--- src/rtl/ram_arbiter_pkg.sv ---
// rtl/ram_arbiter_pkg.sv - shared state and requester enums for the RAM arbiter
package package_project_typedefs;

  typedef enum logic [2:0] {
    IDLE,
    RD_LO,
    RD_HI,
    RD_CAP,
    WR_LO,
    WR_HI,
    DONE
  } RamArbState;

  typedef enum logic {
    REQ_INST,
    REQ_DATA
  } RamRequester;

endpackage

--- src/rtl/ram_arbiter.sv ---
// rtl/ram_arbiter.sv - round-robin arbiter splitting 32-bit word transfers into two 16-bit RAM accesses
module ram_arbiter
  import package_project_typedefs::*;
#(
  parameter int ADDR_WIDTH = 32
) (
  input  logic                  clk,
  input  logic                  reset,
  input  logic                  i_req,
  input  logic [ADDR_WIDTH-1:0] i_addr,
  output logic [31:0]           i_rdata,
  output logic                  i_done,
  input  logic                  d_req,
  input  logic                  d_we,
  input  logic [ADDR_WIDTH-1:0] d_addr,
  input  logic [31:0]           d_wdata,
  output logic [31:0]           d_rdata,
  output logic                  d_done,
  input  logic [15:0]           ram_rd_data_in,
  output logic [ADDR_WIDTH-1:0] ram_rd_addr_out,
  output logic [ADDR_WIDTH-1:0] ram_wr_addr_out,
  output logic [15:0]           ram_wr_data_out,
  output logic                  ram_wr_en,
  output logic                  busy
);

  RamArbState            state_q, state_d;
  RamRequester           owner_q, owner_d;
  RamRequester           last_owner_q, last_owner_d;
  logic                  we_q, we_d;
  logic [ADDR_WIDTH-1:0] addr_q, addr_d;
  logic [31:0]           wdata_q, wdata_d;
  logic [15:0]           lo_q, lo_d;
  logic [31:0]           i_rdata_q, i_rdata_d;
  logic [31:0]           d_rdata_q, d_rdata_d;
  logic                  grant_data;
  logic [ADDR_WIDTH-1:0] addr_hi;

  // Byte bits [1:0] only select bytes within the word and are dropped.
  logic unused_addr_bits;
  assign unused_addr_bits = ^{i_addr[1:0], d_addr[1:0]};

  assign addr_hi = addr_q + ADDR_WIDTH'(1);

  always_ff @(posedge clk) begin
    if (reset) begin
      state_q      <= IDLE;
      owner_q      <= REQ_INST;
      last_owner_q <= REQ_INST;
      we_q         <= 1'b0;
      addr_q       <= '0;
      wdata_q      <= '0;
      lo_q         <= '0;
      i_rdata_q    <= '0;
      d_rdata_q    <= '0;
    end else begin
      state_q      <= state_d;
      owner_q      <= owner_d;
      last_owner_q <= last_owner_d;
      we_q         <= we_d;
      addr_q       <= addr_d;
      wdata_q      <= wdata_d;
      lo_q         <= lo_d;
      i_rdata_q    <= i_rdata_d;
      d_rdata_q    <= d_rdata_d;
    end
  end

  always_comb begin
    state_d      = state_q;
    owner_d      = owner_q;
    last_owner_d = last_owner_q;
    we_d         = we_q;
    addr_d       = addr_q;
    wdata_d      = wdata_q;
    lo_d         = lo_q;
    i_rdata_d    = i_rdata_q;
    d_rdata_d    = d_rdata_q;
    grant_data   = 1'b0;

    case (state_q)
      IDLE: begin
        if (i_req || d_req) begin
          // On a tie the side that did not own the port last time wins.
          grant_data   = d_req && (!i_req || last_owner_q == REQ_INST);
          owner_d      = grant_data ? REQ_DATA : REQ_INST;
          last_owner_d = owner_d;
          we_d         = grant_data && d_we;
          addr_d       = grant_data ? {1'b0, d_addr[ADDR_WIDTH-1:2], 1'b0}
                                    : {1'b0, i_addr[ADDR_WIDTH-1:2], 1'b0};
          wdata_d      = grant_data ? d_wdata : 32'h0;
          state_d      = we_d ? WR_LO : RD_LO;
        end
      end
      RD_LO:  state_d = RD_HI;
      RD_HI: begin
        lo_d    = ram_rd_data_in;
        state_d = RD_CAP;
      end
      RD_CAP: begin
        if (owner_q == REQ_DATA) d_rdata_d = {ram_rd_data_in, lo_q};
        else                     i_rdata_d = {ram_rd_data_in, lo_q};
        state_d = DONE;
      end
      WR_LO:  state_d = WR_HI;
      WR_HI:  state_d = DONE;
      DONE:   state_d = IDLE;
      default: state_d = IDLE;
    endcase
  end

  always_comb begin
    ram_rd_addr_out = '0;
    ram_wr_addr_out = '0;
    ram_wr_data_out = '0;
    ram_wr_en       = 1'b0;
    i_done          = 1'b0;
    d_done          = 1'b0;

    case (state_q)
      RD_LO: ram_rd_addr_out = addr_q;
      RD_HI: ram_rd_addr_out = addr_hi;
      WR_LO: begin
        ram_wr_en       = 1'b1;
        ram_wr_addr_out = addr_q;
        ram_wr_data_out = wdata_q[15:0];
      end
      WR_HI: begin
        ram_wr_en       = 1'b1;
        ram_wr_addr_out = addr_hi;
        ram_wr_data_out = wdata_q[31:16];
      end
      DONE: begin
        i_done = (owner_q == REQ_INST);
        d_done = (owner_q == REQ_DATA);
      end
      default: ;
    endcase
  end

  assign i_rdata = i_rdata_q;
  assign d_rdata = d_rdata_q;
  assign busy    = (state_q != IDLE);

endmodule
--- config.mk ---
export PLATFORM = sky130hd
export DESIGN_NAME = ram_arbiter
export DESIGN_NICKNAME = d
export VERILOG_FILES = /design/src/rtl/ram_arbiter_pkg.sv /design/src/rtl/ram_arbiter.sv
export SDC_FILE = /design/constraint.sdc
export NUM_CORES = 1
export LEC_CHECK = 0
export ABC_CLOCK_PERIOD_IN_PS = 2100
export CORE_MARGIN = 4
export CORE_UTILIZATION = 42
export DETAILED_ROUTE_END_ITERATION = 8
export PLACE_DENSITY = 0.8
export SETUP_SLACK_MARGIN = 0.05
export SYNTH_ARGS = -nofsm -noshare
export SYNTH_HDL_FRONTEND = slang
export SYNTH_SLANG_ARGS = --single-unit
--- constraint.sdc ---
create_clock -name clk -period 2.1 [get_ports clk]
set_input_delay 0.21 -clock clk [delete_from_list [all_inputs] [get_ports clk]]
set_output_delay 0.21 -clock clk [all_outputs]
set_load 0.005 [all_outputs]
== Word-level counts from Yosys, hierarchy flattened ==
Index checks and enable logic that the tools add are counted.

* Register bits: 148

* $add $sub $neg: 1
* Equal/unequal tests: 7
* Muxes and demuxes: 12
* Bitwise operators: 1
* Reductions and logical operators: 12

{| class="wikitable"
|+ Operators with widths
! kind !! number
|-
| 32-bit case mux with 2 select lines || 2
|-
| 32-bit by 1-bit adder with 32-bit output (second input constant) || 1
|-
| 32-bit two-way mux || 1
|-
| 16-bit case mux with 2 select lines || 1
|-
| 31-bit two-way mux || 1
|-
| 3-bit case mux with 5 select lines || 1
|-
| 3-bit == test (second input constant) || 3
|-
| 3-bit by 2-bit == test with 1-bit output (second input constant) || 2
|-
| 3-bit two-way mux || 2
|-
| 2-bit AND reduction || 3
|-
| 1-bit two-way mux || 4
|-
| 2-bit OR reduction || 2
|-
| 3-bit by 1-bit == test with 1-bit output (second input constant) || 1
|-
| 3-bit zero test || 1
|-
| 3-bit nonzero test || 1
|-
| 1-bit logical AND || 2
|-
| 1-bit logical OR || 2
|-
| 2-bit != test (second input constant) || 1
|-
| 1-bit zero test || 1
|-
| 1-bit NOT || 1
|}

== Depth between registers and ports, before layout ==
Gate-level depths: netlist of run 1.

* Word-level depth: 7
* Mapped depth: 7
* Depth with buffers taken out: 4

== Least setup slack after synthesis of run 1 ==
No wires, ideal clock.

* Path kind: reg2reg
* Start: register state_q[2]
* End: register addr_q[10]
* Setup time: 103 ps
* Arrival time: 1370 ps
* Path slack: 627 ps
* Cell stages (with the launch flop): 6
* Period minus slack after synthesis: 1473 ps
* Cells stage by stage: dfxtp_1 > nor3_4 > inv_2 > or3_4 > buf_6 > a222oi_1

* Word-level cells in the longest chain between the ends: 2

{| class="wikitable"
|+ Ends and longest elaborated chain
! item !! line !! text
|-
| from (decl) || ram_arbiter.sv:27 || <nowiki>RamArbState state_q, state_d;</nowiki>
|-
| from (signal assigned) || ram_arbiter.sv:57 || <nowiki>state_q <= state_d;</nowiki>
|-
| 3-bit zero test || ram_arbiter.sv:81 || <nowiki>case (state_q)</nowiki>
|-
| 2-bit AND reduction (no line) || - ||
|-
| to (signal assigned) || ram_arbiter.sv:61 || <nowiki>addr_q <= addr_d;</nowiki>
|-
| to (decl) || ram_arbiter.sv:31 || <nowiki>logic [ADDR_WIDTH-1:0] addr_q, addr_d;</nowiki>
|}

Every way passes these cells.
A chain may end at the register's enable or synchronous reset.

== Worst setup path in the final report of run 1 ==
* Start: register state_q[0]
* End: output ram_rd_addr_out[22]

* Word-level cells in the longest chain between the ends: 2
* Elaborated cells between the ends (all ways): 3
* Classes of those cells: eq/ne: 2; mux: 1

{| class="wikitable"
|+ Ends and longest elaborated chain
! item !! line !! text
|-
| 3-bit by 2-bit == test with 1-bit output / 3-bit by 1-bit == test with 1-bit output (equally long branches) || ram_arbiter.sv:120 || <nowiki>case (state_q)</nowiki>
|-
| 32-bit case mux with 2 select lines * || ram_arbiter.sv:120 ||
|-
| to (decl) || ram_arbiter.sv:20 || <nowiki>output logic [ADDR_WIDTH-1:0] ram_rd_addr_out,</nowiki>
|}

Every way passes the cells marked *; elsewhere a longest branch is shown, timed or not.

==> metrics.md, run 1 <==
| Metric | Value |
|---|---|
| Die Wd | 128 um |
| Fin crit share | 101% |
| Synth Flop Type | dfxtp_1 |
| TritonCTS clock tree | yes |
| Synth cell count leaders | nand2_1 (162), dfxtp_1 (146), a21oi_1 (82), and2_1 (61), inv_1 (61) |
| Critical Path Sink | ram_rd_addr_out[22] |
| Pin count of the biggest net entering global routing | 69 |
| Critical path depth | 5 |
| Dpl ws | 0.267 ns |
| CP startpoint kind | flop |
| Number of synthesized flops with an enable pin | 0 |
| First-pass iteration count of the detailed router | 7 |
| Critical path, cell by cell | nand2b_1 > a21oi_4 > buf_12 > and2_1 > clkdlybuf4s50_1 |
| Setup violators final | 8 |
| Worst-margin pin slew | 0.711 ns |
| Reg clk slew, reported paths | 0.06 ns |
| Period minus WS final | 2.12 ns |
| First-pass GRT wire length | 30.1 mm |
| CTS root buf | clkbuf_16 |
| Worst setup margin | -0.0162 ns |
| Remaining Overflow, GRT | 0 |
| Non-Filler Instances | 1167 |
| Pins Over Slew Limit | 0 |
| GRT Overall Usage | 23.3% |
| Routed Antenna Nets | 0 |
| Syn_area_per_cell | 8.30 sq um |
| Max Root-Sink Buffers | 2 |
| Cts bufs inserted | 17 |
| Wirelength per Cell | 16.9 um |
| Fmax | 473 MHz |
| Hold_buf cts | 0 |
| Placed cells | 1129 |
| Status | finished with violations |
| CP startpoint | state_q[0] |
| Drt first-iter violations | 518 |
| Cells after Synth | 729 |
| Gp weighted congestion | 0.832 |
| Power Total | 7460 uW |
| DRC | 0 |
| Leakage | 0.00401 uW |
| Nets | 1092 |
| Die Height | 128 um |
| WS Path Type | reg -> out |
| Yosys top cell area share | 48.3% |
| PortBufs | 258 |
| Seq cells post-synth | 146 |
| Clk sink count | 146 |
| Hold Path Class | in -> reg |
| Count leader, synth | nand2_1 |
| Die ar. | 16400 sq um |
| Crit path max fanout | 15 |
| Pwr/cell area | 790 nW/um^2 |
| Vias per std cell | 5.10 |
| Max cap viols | 0 |
| Worst Path Required | 1.89 ns |
| H-Tree Depth | 4 |
| DR vias | 5957 |
| Sequential share of the synthesized area | 48.3% |
| Unrepaired setup endpoints after global routing | true |
| FF-to-FF Start | state_q[2] |
| Synthesized area | 6050 sq um |
| Reg2Reg Depth | 5 |
| Final wirelength | 19.8 mm |
| Top cell type by total area after synthesis | dfxtp_1 |
| Family with the most delay on the worst path | buffers and inverters |
| Core Area | 14000 sq um |
| Peak VDD IR | 0.682 mV |
| Slowest cell on crit path | clkdlybuf4s50_1 |
| Bufs and invs on worst path | 2 |
| Worst Path Arrival | 1.91 ns |
| # diodes | 0 |
| Worst reg2reg path endpoint | addr_q[12] |
| Initial Utilization | 43.3% |
| Vias in the first global route | 5762 |
| Worst path max stage delay | 0.49 ns |
| Row count | 43 |
| Fraction of registers with async set/reset | 0% |
| Synth warn | 0 |
| Reg2Reg Setup Slack | 0.26 ns |
| Fraction of layout cells with a size suffix above 1 | 7.40% |
| Endpoint class of the critical path | primary output |
| Rel. slew slack | 52.6% |
| Final Hold Fails | 0 |
| Clk_lat worst skew | 0.42 ns |
| HPWL after detailed placement | 13.4 mm |
| Top Ports | 265 |
| Layout Skew | 0.00577 ns |
| Yosys cell types | 33 |
| Initial antenna violation count | 0 |
| Failing checks | setup timing |
| Final Util | 67.5% |
| Area growth, synth to finish | 56.1% |
| Largest cells by area after synthesis | dfxtp_1 (48%), nand2_1 (10%), a21oi_1 (6.8%) |
stage by stage:
step | setup TNS, ns | hold slack (ns) | instance area, sq um
2_1_floorplan | 0 | 0.343 | 6050
3_3_place_gp | 0 | 0.442 | 8790
3_5_place_dp | 0 | 0.446 | 8790
4_1_cts | -0.500 | 0.319 | 9380
5_1_grt | -0.809 | 0.335 | 9440
6_report | -0.0803 | 0.338 | 9440
area by class of cell:
| cell class | count | area, sq um |
|---|---|---|
| Timing Repair Buffer | 288 | 2840 |
| Tap cell | 180 | 225 |
| Multi-Input combinational cell | 459 | 2650 |
| Inverter | 63 | 241 |
| Fill cell | 1159 | 4540 |
| Sequential cell | 146 | 2930 |
| Clock inverter | 9 | 81.3 |
| Clock buffer | 22 | 474 |
layer usage:
layer / vias to the layer above / wire (um) / GRT usage, %
met5: - / 0 / 0
met4: 0 / 861 / 10.9
met3: 62 / 1410 / 7.29
met2: 235 / 9230 / 37.7
met1: 2763 / 8270 / 28.4
li1: 2897 / - / -
cell usage in the layout, fill, tap and decap left out, types with 2 or more instances in the layout:
cell / n
a21oi_1: 81
dfxtp_1: 143
clkbuf_16: 18
dlymetal6s2s_1: 3
and4b_1: 2
a22o_1: 32
nand2b_1: 34
dfxtp_2: 2
inv_6: 2
a31oi_1: 2
clkbuf_8: 3
clkinv_2: 4
inv_2: 2
nand2_1: 162
clkbuf_1: 2
and2_1: 61
nor2_1: 19
buf_6: 2
buf_12: 3
and3_1: 3
mux2i_1: 16
dlygate4sd2_1: 67
clkdlybuf4s50_1: 186
conb_1: 2
inv_1: 60
buf_4: 22
a222oi_1: 30
clkinvlp_4: 3
power breakdown:
group	internal, uW	switching (uW)
Clock	1710	1150
Sequential	3010	163
Combinational	787	643
registers in the layout (all words and copies together), names as in the netlist:
| name | flops |
|---|---|
| last_owner_q | 1 |
| i_rdata | 32 |
| d_rdata | 32 |
| wdata_q | 32 |
| addr_q | 30 |
| state_q | 3 |
| lo_q | 16 |
worst register-to-register path, stage by stage, from the launching register on:
cell and delay, ns:
dfxtp_4 0.37, buf_4 0.16, nor3_4 0.23, inv_2 0.07, or3_4 0.54, a222oi_1 0.37
cells by family after synthesis:
logic type / after synthesis / share of synthesized area, %
AOI/OAI and AO/OA: 150 / 17.1
and+or+nand+nor: 291 / 23.2
buffers and inverters: 125 / 8.62
other: 1 / 0.0620
DFF: 146 / 48.3
muxes: 16 / 2.65
how the worst min path moves through the flow:
stage,startpoint,endpoint,slack [ns],cells past startpoint
floorplan,d_wdata[10],wdata_q[10],0.34,1
global placement,d_rdata[13],d_rdata[13],0.44,2
detailed placement,i_rdata[23],i_rdata[23],0.45,2
CTS,i_addr[16],addr_q[15],0.32,3
global route,i_addr[12],addr_q[11],0.33,3
finish,i_addr[16],addr_q[15],0.34,3
timing repair:
action,4_1_cts,5_1_grt
setup buffers,2,2
endpoints found under the hold margin,0,0
cloned,2,1
endpoints found under the setup margin,79,28
gates resized for setup,85,7
pin swaps,0,1
No activity file was read; power rests on OpenSTA's default activity.
==> run 2: changes to the inputs <==
CAP_MARGIN = 30   (was default)
CTS_CLUSTER_SIZE = 14   (was default)
GPL_TIMING_DRIVEN = 0   (was default)
==> metrics.md, run 2 (synthesis gave the netlist of run 1 again) <==
| Metric | Value |
|---|---|
| H-Tree Depth | 4 |
| Critical hold path startpoint | i_addr[29] |
| Rel. slew slack | 65.9% |
| Post-route setup TNS | 0 ns |
| Bufs and invs on worst path | 5 |
| Pin count of the biggest net entering global routing | 17 |
| TritonCTS clock tree | yes |
| Register area | 2930 sq um |
| Remaining Overflow, GRT | 0 |
| WHS Path Cells | 3 |
| GRT Overall Usage | 24.6% |
| Reg2Reg Setup Slack | 0.31 ns |
| Layout Skew | 0.00707 ns |
| Max Root-Sink Buffers | 2 |
| Leakage | 0.00463 uW |
| Setup violators final | 0 |
| Top Ports | 265 |
| Worst path max stage delay | 0.39 ns |
| Fin crit share | 96.9% |
| Endpoint class of the critical path | primary output |
| Die Height | 128 um |
| Row count | 43 |
| Hold_buf cts | 0 |
| Reg clk slew, reported paths | 0.06 ns |
| Area growth, synth to finish | 63.5% |
| CP startpoint kind | flop |
| CTS root buf | clkbuf_16 |
| WS Path Type | reg -> out |
| Worst Path Arrival | 1.83 ns |
| Reg2Reg Depth | 6 |
| Worst reg2reg path endpoint | addr_q[12] |
| Critical path, cell by cell | buf_2 > or3b_4 > buf_6 > inv_8 > buf_6 > dlygate4sd2_1 |
| Fraction of layout cells with a size suffix above 1 | 13.7% |
| Core Area | 14000 sq um |
| Crit path max fanout | 8 |
| Final Hold Fails | 0 |
| DR vias | 6167 |
| Status | completed |
| Routed Antenna Nets | 0 |
| Worst Path Required | 1.89 ns |
| Slowest cell on crit path | or3b_4 |
| Hold Path Class | in -> reg |
| Dpl ws | -0.335 ns |
| CP startpoint | state_q[0] |
| Drt first-iter violations | 531 |
| Most common cell after layout, fill and taps aside | clkdlybuf4s50_1 |
| Clk sink count | 146 |
| Filler cells | 1150 |
| Period minus WS final | 2.04 ns |
| Most frequent cells in the layout | clkdlybuf4s50_1 (179), nand2_1 (162), dfxtp_1 (143) |
| Placed cells | 1168 |
| Clk_lat worst skew | 0.42 ns |
| Pwr/cell area | 807 nW/um^2 |
| Worst setup margin | 0.0648 ns |
| Initial antenna violation count | 1 |
| Multi-input gate area | 2690 sq um |
| Unrepaired setup endpoints after global routing | true |
| Initial Utilization | 43.3% |
| Max cap viols | 0 |
| PortBufs | 258 |
| First-pass GRT wire length | 31.5 mm |
| Family with the most delay on the worst path | buffers and inverters |
| Non-Filler Instances | 1220 |
| First-pass iteration count of the detailed router | 7 |
| Nets | 1145 |
| Critical Path Most Common Cell | buf_6 |
| Cts bufs inserted | 17 |
| DRC | 0 |
| HPWL after detailed placement | 15.0 mm |
| Die ar. | 16400 sq um |
| Worst-margin pin slew | 0.512 ns |
| FF-to-FF Start | state_q[0] |
| Vias per std cell | 5.05 |
| Fmax | 491 MHz |
| Final wirelength | 21.0 mm |
| Hold path endpoint | addr_q[28] |
| Peak VDD IR | 0.591 mV |
| Wirelength per Cell | 17.2 um |
| Gp weighted congestion | 0.875 |
| Die Wd | 128 um |
| # diodes | 0 |
| Pins Over Slew Limit | 0 |
| Vias in the first global route | 5865 |
[run 2: changes by cell type in the layout (fill, tap and decap cells not counted), sizes merged]
cell / change
buf: +45
clkbuf: +37
dlygate4sd2: -54
inv: +2
bufinv: +2
bufbuf: -1
clkinv: -3
dlymetal6s2s: +33
clkdlybuf4s15: -1
clkdlybuf4s50: -7
[run 2: worst max path at each step]
stage	slack [ns]	to	cells past startpoint
2_1_floorplan	0.63	addr_q[10]	5
3_3_place_gp	-0.38	ram_rd_addr_out[23]	6
3_5_place_dp	-0.33	ram_rd_addr_out[23]	6
4_1_cts	0.02	ram_rd_addr_out[23]	7
5_1_grt	-0.001	ram_rd_addr_out[0]	6
6_report	0.06	ram_rd_addr_out[0]	6
[run 2: cell type report]
type | count | share of cell area (%)
Buffer | 60 | 3.95
Clock buffer | 21 | 4.65
Clock inverter | 10 | 1.52
Inverter | 63 | 2.52
Multi-Input combinational cell | 459 | 27.2
Sequential cell | 146 | 29.6
Tap cell | 180 | 2.28
Timing Repair Buffer | 281 | 28.3
[run 2: what timing repair did]
item                                   in CTS  in global routing
endpoints found under the hold margin       0                  0
setup endpoints to repair                  81                120
pin swaps                                   2                  2
cloned                                      4                  0
buffers inserted                           15                  4
resized for setup                         173                 89
[run 2: worst reg2reg max path, cell delays in order (launching register included)]
cell	delay [ns]
dfxtp_4	0.35
buf_4	0.14
nor3_4	0.21
inv_2	0.06
or3_4	0.40
buf_6	0.16
a222oi_1	0.35
[run 2: report_power, final]
group / leakage, uW / switching [uW] / internal, uW
Sequential: 0.00119 / 173 / 3010
Clock: 0.000288 / 1220 / 1940
Combinational: 0.00315 / 715 / 922
Total: 0.00463 / 2110 / 5870
[run 2: stage by stage]
stage               hold slack (ns)  util, %  power, uW  area [sq um]
global placement              0.442     63.4       4570          8860
finish                        0.343     70.7       7980          9890
detailed placement            0.445     63.4       4590          8860
CTS                           0.323     69.2       7910          9680
global route                  0.336     70.7       8280          9890
floorplan                     0.343        -       3870          6050
[run 2: metal layers]
layer / global-route usage (%) / part of all wire (%)
met1: 31.3 / 42
met2: 39.7 / 48
met3: 6.83 / 7.5
met4: 9.43 / 2.6
met5: 0 / 0.14
